## src/rtl/serial_addsub_pkg.sv

```systemverilog
// Shared types and helpers for the bit-serial add/subtract stage.
package serial_addsub_pkg;

  typedef enum logic [1:0] {
    IDLE = 2'd0,
    RUN  = 2'd1,
    DONE = 2'd2
  } state_t;

  localparam int DEFAULT_W = 3;

  // Signed overflow: operands agree in sign but the sum does not.
  function automatic logic add_ovf(input logic a_msb, input logic c_msb, input logic s_msb);
    return (a_msb == c_msb) && (s_msb != a_msb);
  endfunction

endpackage

```

## src/rtl/serial_addsub_if.sv

```systemverilog
// Start/busy/done handshake and operand/result bus for serial_addsub.
interface serial_addsub_if
  import serial_addsub_pkg::*;
#(
  parameter int W = DEFAULT_W
);

  logic         start;
  logic [W-1:0] a_in;
  logic [W-1:0] c_in;
  logic         op_in;
  logic         busy;
  logic         done;
  logic [W-1:0] sum;
  logic         cout;
  logic         ovf;
  logic         op_out;

  modport master (
    output start, a_in, c_in, op_in,
    input  busy, done, sum, cout, ovf, op_out
  );

  modport slave (
    input  start, a_in, c_in, op_in,
    output busy, done, sum, cout, ovf, op_out
  );

endinterface

```

## src/rtl/serial_addsub_full_adder.sv

```systemverilog
// One-bit full adder used as the serial datapath core.
module full_adder
  import serial_addsub_pkg::*;
(
  input  logic a,
  input  logic b,
  input  logic ci,
  output logic s,
  output logic co
);

  assign s  = a ^ b ^ ci;
  assign co = (a & b) | (a & ci) | (b & ci);

endmodule

```

## src/rtl/serial_addsub.sv

```systemverilog
// Bit-serial A + C, LSB first, one bit per clock; the result is committed
// atomically at the end so the outputs never show partial sums.
module serial_addsub
  import serial_addsub_pkg::*;
#(
  parameter int W = DEFAULT_W
) (
  input  logic             clk,
  input  logic             rst,
  serial_addsub_if.slave   bus
);

  localparam int CW = $clog2(W);
  localparam logic [CW-1:0] LAST = CW'(W - 1);

  state_t        state;
  state_t        state_next;
  logic          start_acc;

  logic [W-1:0]  a_reg;
  logic [W-1:0]  c_reg;
  logic [W-1:0]  res;
  logic [W-1:0]  res_next;
  logic          carry;
  logic          op_reg;
  logic [CW-1:0] cnt;
  logic          last;

  logic          fa_s;
  logic          fa_co;

  assign last     = (cnt == LAST);
  assign res_next = {fa_s, res[W-1:1]};

  full_adder u_fa (
    .a  (a_reg[cnt]),
    .b  (c_reg[cnt]),
    .ci (carry),
    .s  (fa_s),
    .co (fa_co)
  );

  // Next-state logic; start is honoured only outside RUN.
  always_comb begin
    state_next = state;
    start_acc  = 1'b0;
    case (state)
      IDLE: begin
        if (bus.start) begin
          start_acc  = 1'b1;
          state_next = RUN;
        end
      end
      RUN: begin
        if (last) state_next = DONE;
      end
      DONE: begin
        if (bus.start) begin
          start_acc  = 1'b1;
          state_next = RUN;
        end else begin
          state_next = IDLE;
        end
      end
      default: state_next = IDLE;
    endcase
  end

  // State register plus registered busy/done decoded from the next state.
  always_ff @(posedge clk or posedge rst) begin
    if (rst) begin
      state    <= IDLE;
      bus.busy <= 1'b0;
      bus.done <= 1'b0;
    end else begin
      state    <= state_next;
      bus.busy <= (state_next == RUN);
      bus.done <= (state_next == DONE);
    end
  end

  // Operand capture, serial accumulation and result commit.
  always_ff @(posedge clk or posedge rst) begin
    if (rst) begin
      a_reg      <= '0;
      c_reg      <= '0;
      res        <= '0;
      carry      <= 1'b0;
      op_reg     <= 1'b0;
      cnt        <= '0;
      bus.sum    <= '0;
      bus.cout   <= 1'b0;
      bus.ovf    <= 1'b0;
      bus.op_out <= 1'b0;
    end else if (start_acc) begin
      a_reg  <= bus.a_in;
      c_reg  <= bus.c_in;
      op_reg <= bus.op_in;
      carry  <= 1'b0;
      cnt    <= '0;
    end else if (state == RUN) begin
      res   <= res_next;
      carry <= fa_co;
      cnt   <= cnt + CW'(1);
      if (last) begin
        bus.sum    <= res_next;
        bus.cout   <= fa_co;
        bus.ovf    <= add_ovf(a_reg[W-1], c_reg[W-1], fa_s);
        bus.op_out <= op_reg;
      end
    end
  end

endmodule

```

## src/flat_wrapper.sv

```systemverilog
// flat-port wrapper written by rule: the top's interface ports become plain ports
module serial_addsub_flat import serial_addsub_pkg::*;
#(
  parameter int W = DEFAULT_W
)
  (clk, rst, bus_start, bus_a_in, bus_c_in, bus_op_in, bus_busy, bus_done, bus_sum, bus_cout, bus_ovf, bus_op_out);
  serial_addsub_if #(.W(W)) bus_i ();
  input  logic clk;
  input  logic rst;
  input wire logic [$bits(bus_i.start)-1:0] bus_start;
  input wire logic [$bits(bus_i.a_in)-1:0] bus_a_in;
  input wire logic [$bits(bus_i.c_in)-1:0] bus_c_in;
  input wire logic [$bits(bus_i.op_in)-1:0] bus_op_in;
  output wire logic [$bits(bus_i.busy)-1:0] bus_busy;
  output wire logic [$bits(bus_i.done)-1:0] bus_done;
  output wire logic [$bits(bus_i.sum)-1:0] bus_sum;
  output wire logic [$bits(bus_i.cout)-1:0] bus_cout;
  output wire logic [$bits(bus_i.ovf)-1:0] bus_ovf;
  output wire logic [$bits(bus_i.op_out)-1:0] bus_op_out;
  assign bus_i.start = bus_start;
  assign bus_i.a_in = bus_a_in;
  assign bus_i.c_in = bus_c_in;
  assign bus_i.op_in = bus_op_in;
  assign bus_busy = bus_i.busy;
  assign bus_done = bus_i.done;
  assign bus_sum = bus_i.sum;
  assign bus_cout = bus_i.cout;
  assign bus_ovf = bus_i.ovf;
  assign bus_op_out = bus_i.op_out;
  serial_addsub #(.W(W)) u_core (.clk(clk), .rst(rst), .bus(bus_i));
endmodule
```

## config.mk

```make
export PLATFORM = sky130hd
export DESIGN_NAME = serial_addsub_flat
export DESIGN_NICKNAME = d
export VERILOG_FILES = /design/src/rtl/serial_addsub_pkg.sv /design/src/rtl/serial_addsub_if.sv /design/src/rtl/serial_addsub_full_adder.sv /design/src/rtl/serial_addsub.sv /design/src/flat_wrapper.sv
export SDC_FILE = /design/constraint.sdc
export NUM_CORES = 1
export LEC_CHECK = 0
export CORE_MARGIN = 2
export CORE_UTILIZATION = 49
export DETAILED_ROUTE_END_ITERATION = 8
export PLACE_DENSITY = 0.76
export SETUP_SLACK_MARGIN = 0.02
export SYNTH_ARGS = -nofsm -noshare
export SYNTH_HDL_FRONTEND = slang
export SYNTH_HIERARCHICAL = 1
export SYNTH_SLANG_ARGS = --single-unit
```

## constraint.sdc

```tcl
create_clock -name clk -period 2.1 [get_ports clk]
set_input_delay 0.42 -clock clk [delete_from_list [all_inputs] [get_ports clk]]
set_output_delay 0.42 -clock clk [all_outputs]
set_load 0.02 [all_outputs]
```

* After elaboration in Yosys (flattened, before gate mapping)
Index checks and enable logic that the tools add are counted.
Widths: inputs -> output; s select.
** Cells by class
- $add $sub $neg :: 1
- $lt $le $gt $ge :: 1
- Equal/unequal tests :: 7
- Muxes and demuxes :: 14
- Bitwise logic cells :: 8
- Reductions and logical operators :: 6
** Operator list (count)
- $mux 2 :: 4
- $mux 1 :: 7
- $eq 2x2->1 const B :: 3
- $pmux 2 s3 :: 1
- $bmux 1 s2 :: 2
- $eq 2x1->1 const B :: 2
- $and 1x1->1 :: 3
- $lt 2x3->1 const B :: 1
- $reduce_and 3->1 :: 1
- $add 2x1->2 const B :: 1
- $logic_not 2->1 :: 1
- $or 1x1->1 :: 2
- $reduce_and 2->1 :: 1
- $reduce_bool 2->1 :: 1
- $reduce_or 2->1 :: 1
- $xor 1x1->1 :: 2
- $eq 1x1->1 :: 1
- $logic_and 1x1->1 :: 1
- $ne 1x1->1 :: 1
- $not 1->1 :: 1
** Word-level totals
- Register bits :: 23
- Input bits :: 10

* Depth between registers and ports, before layout
- Word-level depth :: 7
- Depth in mapped cells :: 6

* Cells and area by module
Netlist, hierarchy kept.
** By module, submodules not included
- serial_addsub :: times used 1, cells each 81, area each 899.6 um2, sequential area each 550.5 um2
- full_adder :: times used 1, cells each 1, area each 20.0 um2, sequential area each 0.0 um2

* Least setup slack after synthesis
OpenSTA, ideal clock, no wires.
- Path type :: flip-flop to flip-flop
- From :: register u_core.cnt[1]
- To :: register u_core.bus.ovf
- Library setup time :: 0.131 ns
- Data arrival time :: 1.621 ns
- Data required time :: 1.969 ns
- Path slack :: 0.349 ns
- Cell stages (with the launch flop) :: 7
- Buffers on the path :: 0
- Clock period less this slack :: 1.751 ns
- Cell sequence :: dfrtp_1 mux2i_1 o21ai_0 fa_1 and3b_1 a21oi_1 o21ai_0
** Between the ends
- Word-level cells in the longest chain between the ends :: 6
- Elaborated cells on any way between the ends :: 10
- Classes of those cells :: eq/ne: 2; mux: 4; bitwise: 2; reduce/logical: 2
** Ends and longest elaborated chain
- start, declared :: line serial_addsub.sv:26 : logic [CW-1:0] cnt;
- start signal, assigned :: line serial_addsub.sv:104 : cnt <= cnt + CW'(1);
- $bmux 1 s2, on equally long branches :: line serial_addsub.sv:36, serial_addsub.sv:37
- $mux 1, on equally long branches :: line serial_addsub.sv:36, serial_addsub.sv:37
- $xor 1x1->1 (*) (2 in series) :: line serial_addsub_full_adder.sv:12 : assign s = a ^ b ^ ci;
- net u_core.fa_s :: line serial_addsub.sv:29 : logic fa_s;
- $ne 1x1->1 (*) :: line serial_addsub_pkg.sv:14 : return (a_msb == c_msb) && (s_msb != a_msb);
- $logic_and 1x1->1 (*) :: line serial_addsub_pkg.sv:14
- end signal, assigned :: line serial_addsub.sv:108 : bus.ovf <= add_ovf(a_reg[W-1], c_reg[W-1], fa_s);
- end, declared :: line serial_addsub_if.sv:26 : output busy, done, sum, cout, ovf, op_out
Mark *: on every way through the listed nets, which the timed path passes. The rest lies on a longest branch. The select of a mux whose other input is x is not followed.
A chain may end at the register's enable or synchronous reset.

* Worst setup path in the final report
Same ends and word-level chain as after synthesis.

==> metrics.txt <==
status finished clean; fin cells 127; Vias 624; Max clock buf depth 2; crit path kind reg2reg; WP buf/inv 0; number of vias per cell about 5; ys flop type dfrtp_1; fin crit share between 80 and 90%; mux cell area share after synthesis about an eighth; Starting DRT DRC Count 4; Clk Latency, worst-skew pair ~0.30 ns; CTS HTree Levels 1; slowest stage delay, CP 0.61 ns; Root Driver clkbuf_4; crit path cell chain mux2i_1 -> o21ai_0 -> fa_1 -> and3b_1 -> a21oi_1 -> o21ai_0; Die Footprint between 0.002 and 0.0025 mm²; r2r startpoint u_core/cnt[1]; top post-synthesis cells by count nand2_1 (23), dfrtp_1 (22), mux2_2 (6), o21ai_0 (6), inv_1 (4); ranking of synthesized cells by area dfrtp_1 (60%), nand2_1 (9.4%), mux2_2 (7.3%); initial antenna violation count 0; ys async rst share 100%; pin count of the biggest net entering global routing 23; Hold Crit Class in2async; flops & latches, synth 22; adder-cell share of the synthesized area under 10%; leakage about 0.56 nW; top cell type's share of synthesized area about three fifths; Worst EP required about 2.3 ns; Syn Std Cell Area a little over 900 µm²; Post-synth EDFFs 0; Rel. slew slack about three quarters; Die Wd 47.3 µm; crit-path leading delay family adder cells; Reg power frac a little over two fifths; Clock transition at path regs 0.11 ns; PD cells roughly 1500 mW/mm²; GRT Overall Usage a little under a fifth; Diodes inserted 0; # fillers approximately 140; Max Clock Skew roughly 0.0015 ns; layout cells sized above 1 11.8%; Placed Cells incl. Taps ~120; CTS Sinks 22; core area roughly 0.0017 mm²; CTS tree built; main combinational cell family by area after synthesis simple AND/OR/NAND/NOR gates; Setup crit start kind register; Antenna Nets Post-Route 0; count leader, synth nand2_1; GPL Wtd Cong roughly 0.74; CP max stage cell fa_1; final hold vios 0; Boundary Pins 18; combinational power share between 40% and 50%; Max VDD drop 929 µV; synth unique cells 20; Die Ht around 47 µm; setup bufs post-CTS 0; wire per inst about 12 µm; area grow syn2layout 25.6%; setup TNS 0 ns; final WL 1.51 mm; R2R depth 6; NetSw around 0.00063 W; final setup violation count 0; XOR/XNOR share of the synthesized area 0%; CP startpoint u_core/cnt[1]; average size of a mapped cell between 10 and 15 µm²; # rows 15; Slew @ Worst Pin 0.391 ns; most frequent CP cell o21ai_0; largest area contributor in the netlist dfrtp_1; simple-gate share of the synthesized area 16.5%; CP Depth 6; first-pass GRT wire length ~2.7 mm; sw frac a little over a third; final count of pins violating max slew 0; yosys warns 6; internal power ~0.0011 W; Inserted Clock Buffers 3; max cap viols 0; f_max between 500 and 600 MHz; Post-Syn Nets 94; Clock power frac 13.0%; HPWL Detailed ~1.1 mm; Period minus WS final roughly 1.9 ns; unrepaired setup endpoints after global routing no; arrival time at the worst endpoint 2.07 ns; final net count ~120; vias in the first global route around 550; compound-gate portion of the synthesized area about 5.4%; sequential cell area fraction in the yosys report 59.9%; buffers added on ports 17; Setup crit end kind register; total gr overflow 0; Initial Util a little over half; critical path peak fanout 6; # DRC 0; Resized cells post-CTS 0; Hold Buf Count CTS 0; first-pass detailed-route iteration total 4; Gate Count Post-Synth just over 80; final hold slack between 0.4 and 0.5 ns
## layout by cell type, fill, tap and decap left out
| master | instances |
|---|---|
| dfrtp_1 | 22 |
| a22o_1 | 1 |
| clkdlybuf4s50_1 | 17 |
| fa_1 | 1 |
| and3b_1 | 1 |
| mux2i_1 | 2 |
| ha_1 | 1 |
| clkbuf_8 | 1 |
| nand3b_2 | 1 |
| clkbuf_4 | 3 |
| mux2_2 | 6 |
| mux2_1 | 2 |
| buf_4 | 1 |
| nor2_1 | 2 |
| nand3b_1 | 1 |
| nand2b_1 | 2 |
| a21oi_1 | 1 |
| inv_1 | 4 |
| o21ai_0 | 6 |
| and2b_1 | 1 |
| nand3_1 | 2 |
| o22ai_1 | 1 |
| nand2_1 | 23 |
## final timing paths
path                       slack (ns)                end
setup reg to reg                 0.22     u_core/bus.ovf
max in group asynchronous        1.45    u_core/a_reg[1]
setup / recovery                 0.22     u_core/bus.ovf
min in group clk                 0.50    u_core/c_reg[1]
hold reg to reg                  0.50    u_core/c_reg[1]
hold / removal                   0.44  u_core/bus.sum[1]
## worst reg2reg max path, delay by kind of cell (launching register included)
| family | cells | cell delay [ns] |
|---|---|---|
| adders and majority gates | 1 | 0.61 |
| muxes | 1 | 0.20 |
| and+or+nand+nor | 1 | 0.18 |
| AOI/OAI and AO/OA | 3 | 0.30 |
| DFF | 1 | 0.48 |
## kinds of logic after synthesis
family / count (synthesis)
DFF: 22
muxes: 10
adders and majority gates: 2
buffers and inverters: 6
and+or+nand+nor: 33
AOI/OAI and AO/OA: 9
## power by group through the flow
stage	clock [W]	combinational [W]	sequential, W
after floorplan	0	0.000442	0.000825
after detailed placement	0	0.000751	0.000774
after global routing	0.000256	0.000850	0.000793
final	0.000225	0.000747	0.000764
after CTS	0.000232	0.000757	0.000763
after global placement	0	0.000736	0.000762
## layout make-up
class | instances | area, µm² | share of cell area, %
Sequential cell | 22 | 551 | 47.7
Inverter | 4 | 15.0 | 1.30
Clock buffer | 4 | 36.3 | 3.14
Tap cell | 25 | 31.3 | 2.71
Multi-Input combinational cell | 54 | 344 | 29.8
Timing Repair Buffer | 18 | 178 | 15.4
## per-stage QoR
stage | utilization [%] | area (µm²) | worst slack [ns] | total power [W]
global placement | 64.1 | 1120 | 0.298 | 0.00150
CTS | 66.2 | 1150 | 0.213 | 0.00175
floorplan | - | 920 | 0.349 | 0.00127
finish | 66.2 | 1150 | 0.216 | 0.00174
detailed placement | 64.1 | 1120 | 0.235 | 0.00153
global route | 66.2 | 1150 | 0.104 | 0.00190
## layer usage
metal | share of wire (%) | up-vias | global-route usage [%]
li1 | - | 310 | -
met1 | 48 | 302 | 25.2
met4 | 1.2 | 0 | 11.7
met5 | 0 | - | 0
met3 | 3.2 | 2 | 5.00
met2 | 47 | 10 | 24.6
No activity file was read; power rests on OpenSTA's default activity.
